==> src/rtl/fetch_pc_ctrl_pkg.sv <==
// Shared types and constants for the fetch-stage PC controller.
// Exception codes and FSM encodings live here so load/store checks can reuse them.
package fetch_pc_ctrl_pkg;

    localparam logic [4:0] EXC_NONE = 5'd0;
    localparam logic [4:0] EXC_ADEL = 5'd4;

    typedef enum logic [1:0] {
        FETCH_ISSUE = 2'd0,
        FETCH_WAIT  = 2'd1,
        FETCH_HOLD  = 2'd2
    } fetch_state_e;

    // Ordered so that a numerically larger value outranks a smaller one.
    typedef enum logic [1:0] {
        PRIO_NONE     = 2'd0,
        PRIO_REDIRECT = 2'd1,
        PRIO_ERET     = 2'd2,
        PRIO_REQ      = 2'd3
    } ev_prio_e;

endpackage

==> src/rtl/fetch_pc_range_chk.sv <==
// Combinational illegal-address check: misaligned or outside the text window.
// Kept separate so load/store address checks can instantiate the same logic.
module fetch_pc_range_chk #(
    parameter int unsigned           ADDR_W  = 32,
    parameter logic [ADDR_W-1:0]     TEXT_LO = ADDR_W'(32'h3000),
    parameter logic [ADDR_W-1:0]     TEXT_HI = ADDR_W'(32'h6ffc)
) (
    input  logic [ADDR_W-1:0] addr,
    output logic              bad
);

    assign bad = (addr[1:0] != 2'b00) || (addr < TEXT_LO) || (addr > TEXT_HI);

endmodule

==> src/rtl/fetch_pc_ctrl.sv <==
// Fetch-stage PC generator with ready/valid handshake to a variable-latency imem.
// Priority: Req > eret > redirect > pending target > PC+4.
module fetch_pc_ctrl
    import fetch_pc_ctrl_pkg::*;
#(
    parameter int unsigned       ADDR_W      = 32,
    parameter logic [ADDR_W-1:0] RESET_VEC   = ADDR_W'(32'h3000),
    parameter logic [ADDR_W-1:0] HANDLER_VEC = ADDR_W'(32'h4180),
    parameter logic [ADDR_W-1:0] TEXT_LO     = ADDR_W'(32'h3000),
    parameter logic [ADDR_W-1:0] TEXT_HI     = ADDR_W'(32'h6ffc)
) (
    input  logic              clk,
    input  logic              reset,
    input  logic              Req,
    input  logic              eret,
    input  logic [ADDR_W-1:0] epc,
    input  logic              redirect,
    input  logic [ADDR_W-1:0] redirectPc,
    input  logic              stall,
    output logic              imem_req,
    output logic [ADDR_W-1:0] imem_addr,
    input  logic              imem_ack,
    output logic              fetch_valid,
    output logic [ADDR_W-1:0] pcOut,
    output logic [4:0]        ExcCode
);

    fetch_state_e      state_q, state_d;
    logic [ADDR_W-1:0] pc_q, pc_d;
    logic [ADDR_W-1:0] pend_pc_q, pend_pc_d;
    ev_prio_e          pend_prio_q, pend_prio_d;

    ev_prio_e          ev_prio;
    logic [ADDR_W-1:0] ev_pc;
    logic              ev;
    logic              take_ev;
    logic              squash;
    logic [ADDR_W-1:0] sq_pc;
    logic [ADDR_W-1:0] pc_seq;
    logic              bad;
    logic              done;

    fetch_pc_range_chk #(
        .ADDR_W  (ADDR_W),
        .TEXT_LO (TEXT_LO),
        .TEXT_HI (TEXT_HI)
    ) u_range_chk (
        .addr (pc_q),
        .bad  (bad)
    );

    always_comb begin
        ev_prio = PRIO_NONE;
        ev_pc   = pc_q;
        if (Req) begin
            ev_prio = PRIO_REQ;
            ev_pc   = HANDLER_VEC;
        end else if (eret) begin
            ev_prio = PRIO_ERET;
            ev_pc   = epc;
        end else if (redirect) begin
            ev_prio = PRIO_REDIRECT;
            ev_pc   = redirectPc;
        end
    end

    // A new event replaces the latched one unless the latched one outranks it.
    assign ev      = (ev_prio != PRIO_NONE);
    assign take_ev = ev && (ev_prio >= pend_prio_q);
    assign squash  = ev || (pend_prio_q != PRIO_NONE);
    assign sq_pc   = take_ev ? ev_pc : pend_pc_q;
    assign pc_seq  = pc_q + ADDR_W'(4);

    always_comb begin
        state_d     = state_q;
        pc_d        = pc_q;
        pend_pc_d   = pend_pc_q;
        pend_prio_d = pend_prio_q;
        imem_req    = 1'b0;
        fetch_valid = 1'b0;
        done        = 1'b0;

        case (state_q)
            FETCH_ISSUE: begin
                if (bad) begin
                    done = 1'b1;
                end else begin
                    imem_req = 1'b1;
                    done     = imem_ack;
                    if (!imem_ack) begin
                        if (ev) begin
                            pc_d    = ev_pc;
                            state_d = FETCH_ISSUE;
                        end else begin
                            state_d = FETCH_WAIT;
                        end
                    end
                end
            end
            FETCH_WAIT: begin
                imem_req = 1'b1;
                done     = imem_ack;
                if (!imem_ack && take_ev) begin
                    pend_pc_d   = ev_pc;
                    pend_prio_d = ev_prio;
                end
            end
            FETCH_HOLD: begin
                if (ev) begin
                    pc_d    = ev_pc;
                    state_d = FETCH_ISSUE;
                end else begin
                    fetch_valid = 1'b1;
                    if (!stall) begin
                        pc_d    = pc_seq;
                        state_d = FETCH_ISSUE;
                    end
                end
            end
            default: state_d = FETCH_ISSUE;
        endcase

        if (done) begin
            pend_prio_d = PRIO_NONE;
            if (squash) begin
                pc_d    = sq_pc;
                state_d = FETCH_ISSUE;
            end else begin
                fetch_valid = 1'b1;
                if (stall) begin
                    state_d = FETCH_HOLD;
                end else begin
                    pc_d    = pc_seq;
                    state_d = FETCH_ISSUE;
                end
            end
        end

        if (reset) begin
            imem_req    = 1'b0;
            fetch_valid = 1'b0;
        end
    end

    always_ff @(posedge clk) begin
        if (reset) begin
            state_q     <= FETCH_ISSUE;
            pc_q        <= RESET_VEC;
            pend_pc_q   <= RESET_VEC;
            pend_prio_q <= PRIO_NONE;
        end else begin
            state_q     <= state_d;
            pc_q        <= pc_d;
            pend_pc_q   <= pend_pc_d;
            pend_prio_q <= pend_prio_d;
        end
    end

    assign pcOut     = pc_q;
    assign imem_addr = pc_q;
    assign ExcCode   = bad ? EXC_ADEL : EXC_NONE;

endmodule

==> config.mk <==
export PLATFORM = sky130hd
export DESIGN_NAME = fetch_pc_ctrl
export DESIGN_NICKNAME = d
export VERILOG_FILES = /design/src/rtl/fetch_pc_ctrl_pkg.sv /design/src/rtl/fetch_pc_range_chk.sv /design/src/rtl/fetch_pc_ctrl.sv
export SDC_FILE = /design/constraint.sdc
export NUM_CORES = 1
export LEC_CHECK = 0
export ABC_AREA = 1
export CORE_ASPECT_RATIO = 0.8
export CORE_MARGIN = 3
export CORE_UTILIZATION = 45
export DETAILED_ROUTE_END_ITERATION = 10
export PLACE_DENSITY = 0.7
export RECOVER_POWER = 50
export SLEW_MARGIN = 0
export SYNTH_ARGS = -nofsm -noshare
export SYNTH_HDL_FRONTEND = slang
export SYNTH_HIERARCHICAL = 1
export SYNTH_SLANG_ARGS = --single-unit
==> constraint.sdc <==
create_clock -name clk -period 2.61 [get_ports clk]
set_input_delay 0.522 -clock clk [delete_from_list [all_inputs] [get_ports clk]]
set_output_delay 0.522 -clock clk [all_outputs]
set_load 0.02 [all_outputs]
* After elaboration in Yosys (flattened, before gate mapping)
Index checks and enable logic that the tools add are counted.
** Cells by class
- Mux-type cells :: 36
- $add $sub $neg :: 1
- Divide/modulo/power cells :: 0
- Shift operators :: 0
- $lt $le $gt $ge :: 3
- Reduce and logical (&&, ||, !) cells :: 13
- Eq/ne operators :: 6
- Multiply operators :: 0
- Bitwise logic cells :: 0
** Operators by type and width (count)
- 2-to-1 mux 32 bit :: 12
- case mux 32 bit (2 select lines) :: 1
- adder 32 x 3 -> 32 bit, second input constant :: 1
- greater-than comparator 32 x 15 -> 1 bit, second input constant :: 1
- < comparator 32 x 14 -> 1 bit, second input constant :: 1
- 2-to-1 mux 2 bit :: 9
- 2-to-1 mux 1 bit :: 10
- != test 3 bit, second input constant :: 2
- case mux 2 bit (3 select lines) :: 1
- nonzero test 2 bit :: 3
- != test 4 bit, second input constant :: 1
- case mux 1 bit (2 select lines) :: 2
- AND reduction 4 bit :: 1
- logical OR 1 bit :: 3
- 2-to-1 mux 3 bit :: 1
- equality test 2 x 1 -> 1 bit, second input constant :: 1
- equality test 2 bit, second input constant :: 1
- greater-or-equal comparator 2 bit :: 1
- logical AND 1 bit :: 2
- logical NOT 2 bit :: 1
- != test 2 bit, second input constant :: 1
- AND reduction 2 bit :: 1
- OR reduction 2 bit :: 1
- logical NOT 1 bit :: 1
** Storage, ports and cells
- Register bits :: 68
- Input bits :: 71
- Bits in read-only memories :: 0
- Memories kept :: 0
- Memory bits (writable) :: 0
- Output and inout bits :: 71
- Bits in latches :: 0
- Word-level logic and storage cells :: 63

* Logic depth before layout (Yosys ltp)
Gate-level depths: netlist of run 1.
- Depth after elaboration :: 11
- Mapped depth :: 18
- Depth with buffers taken out :: 18

* Hierarchy
Netlist of run 1, hierarchy kept.
** By module, submodules not included
- fetch_pc_ctrl :: seq. area each 1361.3 um^2, instances 1, area an instance 6080.8 um^2, cells each 1102
- fetch_pc_range_chk :: seq. area each 0.0 um^2, instances 1, area an instance 91.3 um^2, cells each 23

* Worst setup path before layout of run 1
No wires, ideal clock.
- Path kind :: input to register
- Start point :: input port eret
- End point :: register pend_pc_q[20]
- Slack :: 0.194 ns
- Arrival time :: 2.289 ns
- Buffers on the path :: 2
- Required time :: 2.482 ns
- Library setup time :: 0.128 ns
- Cell stages on the path :: 14
- Path through :: inv_2 nor2_1 clkbuf_1 nor2_1 inv_1 ha_1 o21ai_0 nand2_1 nand2_1 inv_1 nand3_1 clkbuf_1 o21a_1 nor2_1
** Between the ends
- Cells in the longest elaborated chain, start to end :: 6
- Elaborated cells between the ends (all ways) :: 9
- Classes of those cells :: order compare: 1; mux: 4; reduce/logical: 4
** Ends and longest elaborated chain
- start: declaration :: line fetch_pc_ctrl.sv:15 : input logic eret,
- 2-to-1 mux 2 bit :: line fetch_pc_ctrl.sv:58 : end else if (eret) begin
- 2-to-1 mux 2 bit :: line fetch_pc_ctrl.sv:55 : if (Req) begin
- greater-or-equal comparator 2 bit or nonzero test 2 bit (tied branches) :: line fetch_pc_ctrl.sv:69, fetch_pc_ctrl.sv:68
- logical AND 1 bit :: line fetch_pc_ctrl.sv:69 : assign take_ev = ev && (ev_prio >= pend_prio_q);
- logical AND 1 bit :: line fetch_pc_ctrl.sv:103 : if (!imem_ack && take_ev) begin
- AND reduction 2 bit (no line)
- end signal: assignment :: line fetch_pc_ctrl.sv:154 : pend_pc_q <= pend_pc_d;
- end: declaration :: line fetch_pc_ctrl.sv:30 : logic [ADDR_W-1:0] pend_pc_q, pend_pc_d;
Several ways; a longest one is shown, not always the timed one.
A chain may end at the register's enable or synchronous reset.

* Worst setup path in the final report of run 1
- Start point :: input port redirect
- End point :: register pc_q[24] (netlist: imem_addr[24])
** Between the ends
- Cells in the longest elaborated chain, start to end :: 11
- Elaborated cells between the ends (all ways) :: 19
- Classes of those cells :: order compare: 1; mux: 15; reduce/logical: 3
** Ends and longest elaborated chain
- start: declaration :: line fetch_pc_ctrl.sv:17 : input logic redirect,
- 2-to-1 mux 1 bit :: line fetch_pc_ctrl.sv:61 : end else if (redirect) begin
- 2-to-1 mux 2 bit :: line fetch_pc_ctrl.sv:58
- 2-to-1 mux 2 bit :: line fetch_pc_ctrl.sv:55
- nonzero test 2 bit :: line fetch_pc_ctrl.sv:68 : assign ev = (ev_prio != PRIO_NONE);
- 2-to-1 mux 32 bit :: line fetch_pc_ctrl.sv:91 : if (ev) begin
- 2-to-1 mux 32 bit :: line fetch_pc_ctrl.sv:90 : if (!imem_ack) begin
- 2-to-1 mux 32 bit :: line fetch_pc_ctrl.sv:85 : if (bad) begin
- case mux 32 bit (2 select lines) :: line fetch_pc_ctrl.sv:83 : case (state_q)
- 2-to-1 mux 32 bit :: line fetch_pc_ctrl.sv:130 : if (stall) begin
- 2-to-1 mux 32 bit :: line fetch_pc_ctrl.sv:125 : if (squash) begin
- 2-to-1 mux 32 bit (*) :: line fetch_pc_ctrl.sv:123 : if (done) begin
- end signal: assignment :: line fetch_pc_ctrl.sv:153 : pc_q <= pc_d;
- end: declaration :: line fetch_pc_ctrl.sv:29 : logic [ADDR_W-1:0] pc_q, pc_d;
Mark *: on every way between the ends. The rest lies on a longest branch, timed or not.

==> flow_summary.toml, run 1 <==
[run_status]
status = "completed"

[global_routing]
grt_pass1_vias = 7649
grt_use_total = 0.351
grt_max_degree = 42
overflow = 0
antenna_found_initial = 0
grt_first_pass_wirelength_um = 41600

[worst_setup_path]
arrival_ps = 2720
reg2regPathDepth = 14
rr_endpoint = "imem_addr[9]$_SDFF_PP0_"
cp_top_family = "buffers and inverters"
cp_slowest_cell = "clkdlybuf4s50_1"
crit_chain = "clkdlybuf4s50_1 > buf_4 > inv_2 > buf_12 > nor2_1 > o21ai_0 > o21ai_0 > inv_1 > nand2_1 > nand2_1 > a21oi_1 > nor2_1"
crit_path_max_incr_delay_ps = 500
r2r-start = "imem_addr[25]$_SDFF_PP0_"
crit_path_max_fanout = 38
startpoint_type = "input pin"
worst_setup_path_end_kind = "register"
reg2reg_slack_ps = 350
path_buf_inv = 5
crit_required_ps = 2850
crit_type = "input pin to register"

[clock_network]
cts_buffers = 9
cts.clk_slew.worst_paths_ps = 60
clockBufferDepth = 2
tritoncts = "yes"
htree_levels = 3
clockRootBuffer = "clkbuf_16"
clock_latency_ps = 360
cts_sinks = 68

[synthesis]
syn-cell-area_mm2 = 0.00617
ys_seq_area_frac = 0.221
synth_top_area_cell = "nand2_1"
synthTopCellsByArea = "nand2_1 (22%), dfxtp_1 (22%), o21ai_0 (9.7%), a21oi_1 (8.6%), nor2_1 (6.8%)"
synth_commonest_cells = "nand2_1 (363), o21ai_0 (120), nor2_1 (111)"
synthMostInstantiatedCell = "nand2_1"
synth_edf_count = 0
synth_seq_cells = 68
ys_warn_count = 6
synth_top_area_share = 0.221
synthCells = 1125
syn-mean-instance-area_um2 = 5.49
synth-main-ff-cell = "dfxtp_1"
async_reset_ff_frac = 0
yosysUniqueCellTypes = 38

[detailed_routing]
ant_nets = 0
wl_um = 26800
dr.pass1.iters = 7
drt_iter0_drc = 1030
drc = 0
wl_per_cell_um = 18.2
num_vias = 8194
avgViaCountPerCell = 5.57

[power]
max-vdd-ir-drop_v = 0.000337
p_leak_nw = 3.87
total_power_mw = 3.80
powerDensity_mw_per_mm2 = 449

[worst_hold_path]
hold_path.startpoint = "pend_pc_q[9]$_SDFFE_PP0P_"
holdPathStages = 2
hold_path.class = "register to register"
min_to = "pend_pc_q[9]$_SDFFE_PP0P_"

[placement]
place_ws_ps = -264
port_buffers = 137
dp.cells = 1455
routabilityCongestion = 1.02
hpwl_um = 20000

[sta]
maxSlewViolCount = 0
setup_viol = 0
clock_skew_ps = 9.28
slew-limit-headroom = 0.611
hold_viol = 0
hold-worst-slack_ps = 453
rsz0062_at_grt = "false"
fin_ws_ps = 128
max_slew.worst_pin.slew_ps = 577
fin_crit_sh = 0.951
fin_crit_ps = 2480
max_freq_mhz = 403

[die]
die_y_um = 111
dieArea_mm2 = 0.0152
core_area_mm2 = 0.0131
io_pins = 142
die_x_um = 137
num_rows = 37
start_util = 0.469

[finish]
final_layout_size_suffix_gt1_frac = 0.113
fin_cells = 1471
final_util = 0.643
fin_nets = 1365
syn2layout_area_growth_pct = 36.9
antennaDiodeCount = 0

[job]
drv_cap = 0
==> placed cells by master, fill, tap and decap left out, types with 4 or more instances in the layout <==
cell type        count
clkinv_2             4
nand3_1             49
nand4_1              4
clkdlybuf4s50_1     70
a22oi_1             13
o21ai_0            118
nor2_2              11
o21ai_1             12
o211ai_1            15
dfxtp_1             68
buf_12               9
dlygate4sd3_1       65
inv_2                8
nor3_1              11
clkbuf_16            9
conb_1               4
nor2_1             106
buf_4               97
o22ai_1             10
inv_1              110
a21oi_1            106
nand2_1            363
==> per-layer routing <==
layer | vias up | routed length [um] | global-route usage
met2 | 518 | 11500 | 0.524
met4 | 0 | 806 | 0.133
li1 | 3942 | - | -
met1 | 3669 | 11300 | 0.488
met5 | - | 0 | 0
met3 | 65 | 3190 | 0.0803
==> per-stage QoR <==
stage	instance area (um2)	setup TNS, ps
after floorplan	6180	0
after global placement	8170	-1340
after detailed placement	8170	-2880
after CTS	8450	0
after global routing	8450	0
final	8450	0
==> state kept, by name, indices dropped and copies added, names as in the netlist <==
signal and flops:
state_q 2, pend_pc_q 32, imem_addr 32, pend_prio_q 2
==> what timing repair did <==
item / CTS / global route
hold buffers: 0 / 0
endpoints found under the setup margin: 2 / 4
buffers inserted: 0 / 0
gates resized for setup: 4 / 6
==> power by group <==
part | switching [mW] | leakage (nW) | internal, mW | total [mW]
registers | 0.0475 | 0.553 | 1.09 | 1.14
logic | 0.891 | 3.19 | 0.601 | 1.49
clock network | 0.508 | 0.135 | 0.662 | 1.17
==> worst reg2reg max path, stage by stage, from the launching register on <==
cell     delay [ps]
dfxtp_1         320
nor2_2          160
nand2_1         100
nor2_1          130
nand3_2         130
inv_1            70
nor2_1           50
o21ai_2         150
inv_1           100
buf_4           170
nand2_1         320
buf_4           180
a21oi_1          40
a21oi_1         130
a21oi_1          70
==> cells by family (layout without fill, tap and decap cells) <==
family | after synthesis | in the layout | share of synthesized area
XOR/XNOR | 2 | 2 | 0.00284
adder cells (fa/ha/maj) | 3 | 3 | 0.00608
AO/OA/AOI/OAI | 288 | 288 | 0.255
other | 1 | 4 | 0.000608
AND/OR/NAND/NOR | 553 | 553 | 0.359
flip-flops | 68 | 68 | 0.221
buffers and inverters | 210 | 378 | 0.156
==> worst max-delay path by stage <==
stage,slack (ps),start,to,depth (start not counted)
3_3_place_gp,-210,Req,fetch_valid,9
2_1_floorplan,190,eret,pend_pc_q[20]$_SDFFE_PP0P_,14
5_1_grt,6,imem_addr[24]$_SDFF_PP0_,fetch_valid,13
4_1_cts,5,imem_addr[25]$_SDFF_PP0_,imem_req,8
3_5_place_dp,-260,Req,fetch_valid,9
6_report,130,redirect,imem_addr[24]$_SDFF_PP0_,12
==> layout make-up <==
class | instances | area [um2]
Inverter | 119 | 447
Fill cell | 1329 | 4700
Multi-Input combinational cell | 850 | 3880
Clock buffer | 11 | 243
Clock inverter | 5 | 27.5
Timing Repair Buffer | 243 | 2280
Tap cell | 175 | 219
Sequential cell | 68 | 1360
No activity file was read; power rests on OpenSTA's default activity.
==> run 2, diff against run 1 <==
Settings changed: CAP_MARGIN from default to 20, CORE_ASPECT_RATIO 0.8 to 1.75.
==> run 2 against run 1 <==
Effect of this change: combinational power about the same; total power increased by 5.9%; clock skew increased by 1.6 ps; via count is 4.6% higher; non-clock buffer count rose by 12; sequential share of layout area shrank 0.19 points; highest routed layer unchanged.
==> flow_summary.toml, run 2 (synthesis gave the netlist of run 1 again) <==
[run_status]
status = "completed"

[detailed_routing]
drc = 0
wl_per_cell_um = 19.3
dr.pass1.iters = 9
num_vias = 8571
avgViaCountPerCell = 5.79
ant_nets = 0
wl_um = 28600
drt_iter0_drc = 924

[power]
p_leak_nw = 3.94
max-vdd-ir-drop_v = 0.000308
powerDensity_mw_per_mm2 = 470

[worst_setup_path]
arrival_ps = 1920
crit_type = "register to output pin"
crit_path_max_incr_delay_ps = 310
crit_required_ps = 2090
path_buf_inv = 4
crit_path_max_fanout = 2
cp_top_family = "simple AND/OR/NAND/NOR gates"
worst_setup_path_end_kind = "output pin"
crit_chain = "nor2_1 > nand2_1 > nor2_2 > nand3_2 > inv_1 > nor2_1 > o21ai_2 > inv_1 > nand2_2 > nand2_1 > inv_1 > nor2_1 > buf_2"
startpoint_type = "register"
cp_slowest_cell = "dfxtp_1"

[clock_network]
clockRootBuffer = "clkbuf_16"
cts_sinks = 68
clock_latency_ps = 350
clockBufferDepth = 2
ctsHoldBuffers = 0
tritoncts = "yes"
cts.clk_slew.worst_paths_ps = 70
htree_levels = 3
cts_buffers = 9

[die]
start_util = 0.461
num_rows = 56
core_area_mm2 = 0.0134
io_pins = 142
die_x_um = 94.5
die_y_um = 161
dieArea_mm2 = 0.0152

[finish]
antennaDiodeCount = 0
syn2layout_area_growth_pct = 38.6
fill_cells = 1392
multi_input_area_mm2 = 0.00389
mostFrequentLayoutCells = "nand2_1 (362), o21ai_0 (120), buf_4 (111), inv_1 (110), a21oi_1 (106)"
final_area_mm2 = 0.00855
final_common_cell = "nand2_1"
seq_area_mm2 = 0.00136
fin_nets = 1377
final_layout_size_suffix_gt1_frac = 0.124

[global_routing]
grt_pass1_vias = 8162
grt_use_total = 0.376
antenna_found_initial = 0
overflow = 0
grt_max_degree = 35
grt_first_pass_wirelength_um = 43500

[sta]
fin_crit_ps = 2440
tns_ps = 0
fin_crit_sh = 0.936
setup_viol = 0
hold-worst-slack_ps = 453
slew-limit-headroom = 0.627
max_slew.worst_pin.slew_ps = 553
max_freq_mhz = 410
clock_skew_ps = 10.8
hold_viol = 0
maxSlewViolCount = 0
rsz0062_at_grt = "false"

[placement]
routabilityCongestion = 0.998
port_buffers = 137
placed_cell_area_mm2 = 0.00821
hpwl_um = 21100

[worst_hold_path]
hold_path.class = "register to register"

[job]
drv_cap = 0
==> run 2: layer usage <==
| metal | vias to the layer above | global-route usage | part of all wire | wire length [um] |
|---|---|---|---|---|
| li1 | 3970 | - | - | - |
| met1 | 3915 | 0.441 | 0.35 | 10000 |
| met2 | 518 | 0.636 | 0.48 | 13800 |
| met3 | 168 | 0.0511 | 0.097 | 2780 |
| met4 | 0 | 0.229 | 0.071 | 2030 |
| met5 | - | 0 | 0 | 0 |
==> run 2: worst paths after layout <==
| path | from | end | slack, ps | cells after the start |
|---|---|---|---|---|
| setup / recovery | imem_addr[0]$_SDFFE_PP0P_ | fetch_valid | 170 | 13 |
| hold / removal | pend_pc_q[2]$_SDFFE_PP0P_ | pend_pc_q[2]$_SDFFE_PP0P_ | 450 | 2 |
| setup reg to reg | imem_addr[0]$_SDFFE_PP0P_ | imem_addr[7]$_SDFF_PP0_ | 290 | 14 |
| hold reg to reg | pend_pc_q[2]$_SDFFE_PP0P_ | pend_pc_q[2]$_SDFFE_PP0P_ | 450 | 2 |
==> run 2: worst min-delay path, delay by kind of cell, from the launching register on <==
kind | cells | cell delay, ps
flip-flops | 1 | 300
buffers and inverters | 1 | 60
AO/OA/AOI/OAI | 1 | 50
==> run 2: what timing repair did <==
action / 4_1_cts / 5_1_grt
gates resized for setup: 7 / 9
buffers inserted: 0 / 0
pin swaps: 0 / 2
endpoints found under the setup margin: 2 / 60
==> run 2: final cells by class <==
type,instances,share of cell area
multi-input combinational,850,0.454
inverter,119,0.0522
timing repair buffer,255,0.272
clock buffer,9,0.0263
tap,174,0.0255
sequential,68,0.159
clock inverter,6,0.0104
==> run 2: power breakdown <==
group	switching, mW	total, mW	leakage (nW)	internal, mW
registers	0.0568	1.14	0.553	1.09
clock network	0.531	1.36	0.148	0.834
logic	0.906	1.51	3.24	0.605
==> run 2: metrics by stage <==
| step | total power [mW] | setup slack [ps] | util | instances |
|---|---|---|---|---|
| after global placement | 2.66 | -306 | 0.613 | 1466 |
| after CTS | 4.02 | 15.6 | 0.637 | 1481 |
| after detailed placement | 2.67 | -304 | 0.613 | 1466 |
| after floorplan | 1.94 | 194 | - | 1128 |
| after global routing | 4.16 | 33.5 | 0.639 | 1481 |
| final | 4.02 | 168 | 0.639 | 1481 |
==> run 3, diff against run 2 <==
Settings changed: CTS_CLUSTER_SIZE from default to 25.
==> results of run 3 <==
Same layout as run 2: the final DEF is identical, and so are final timing and power.
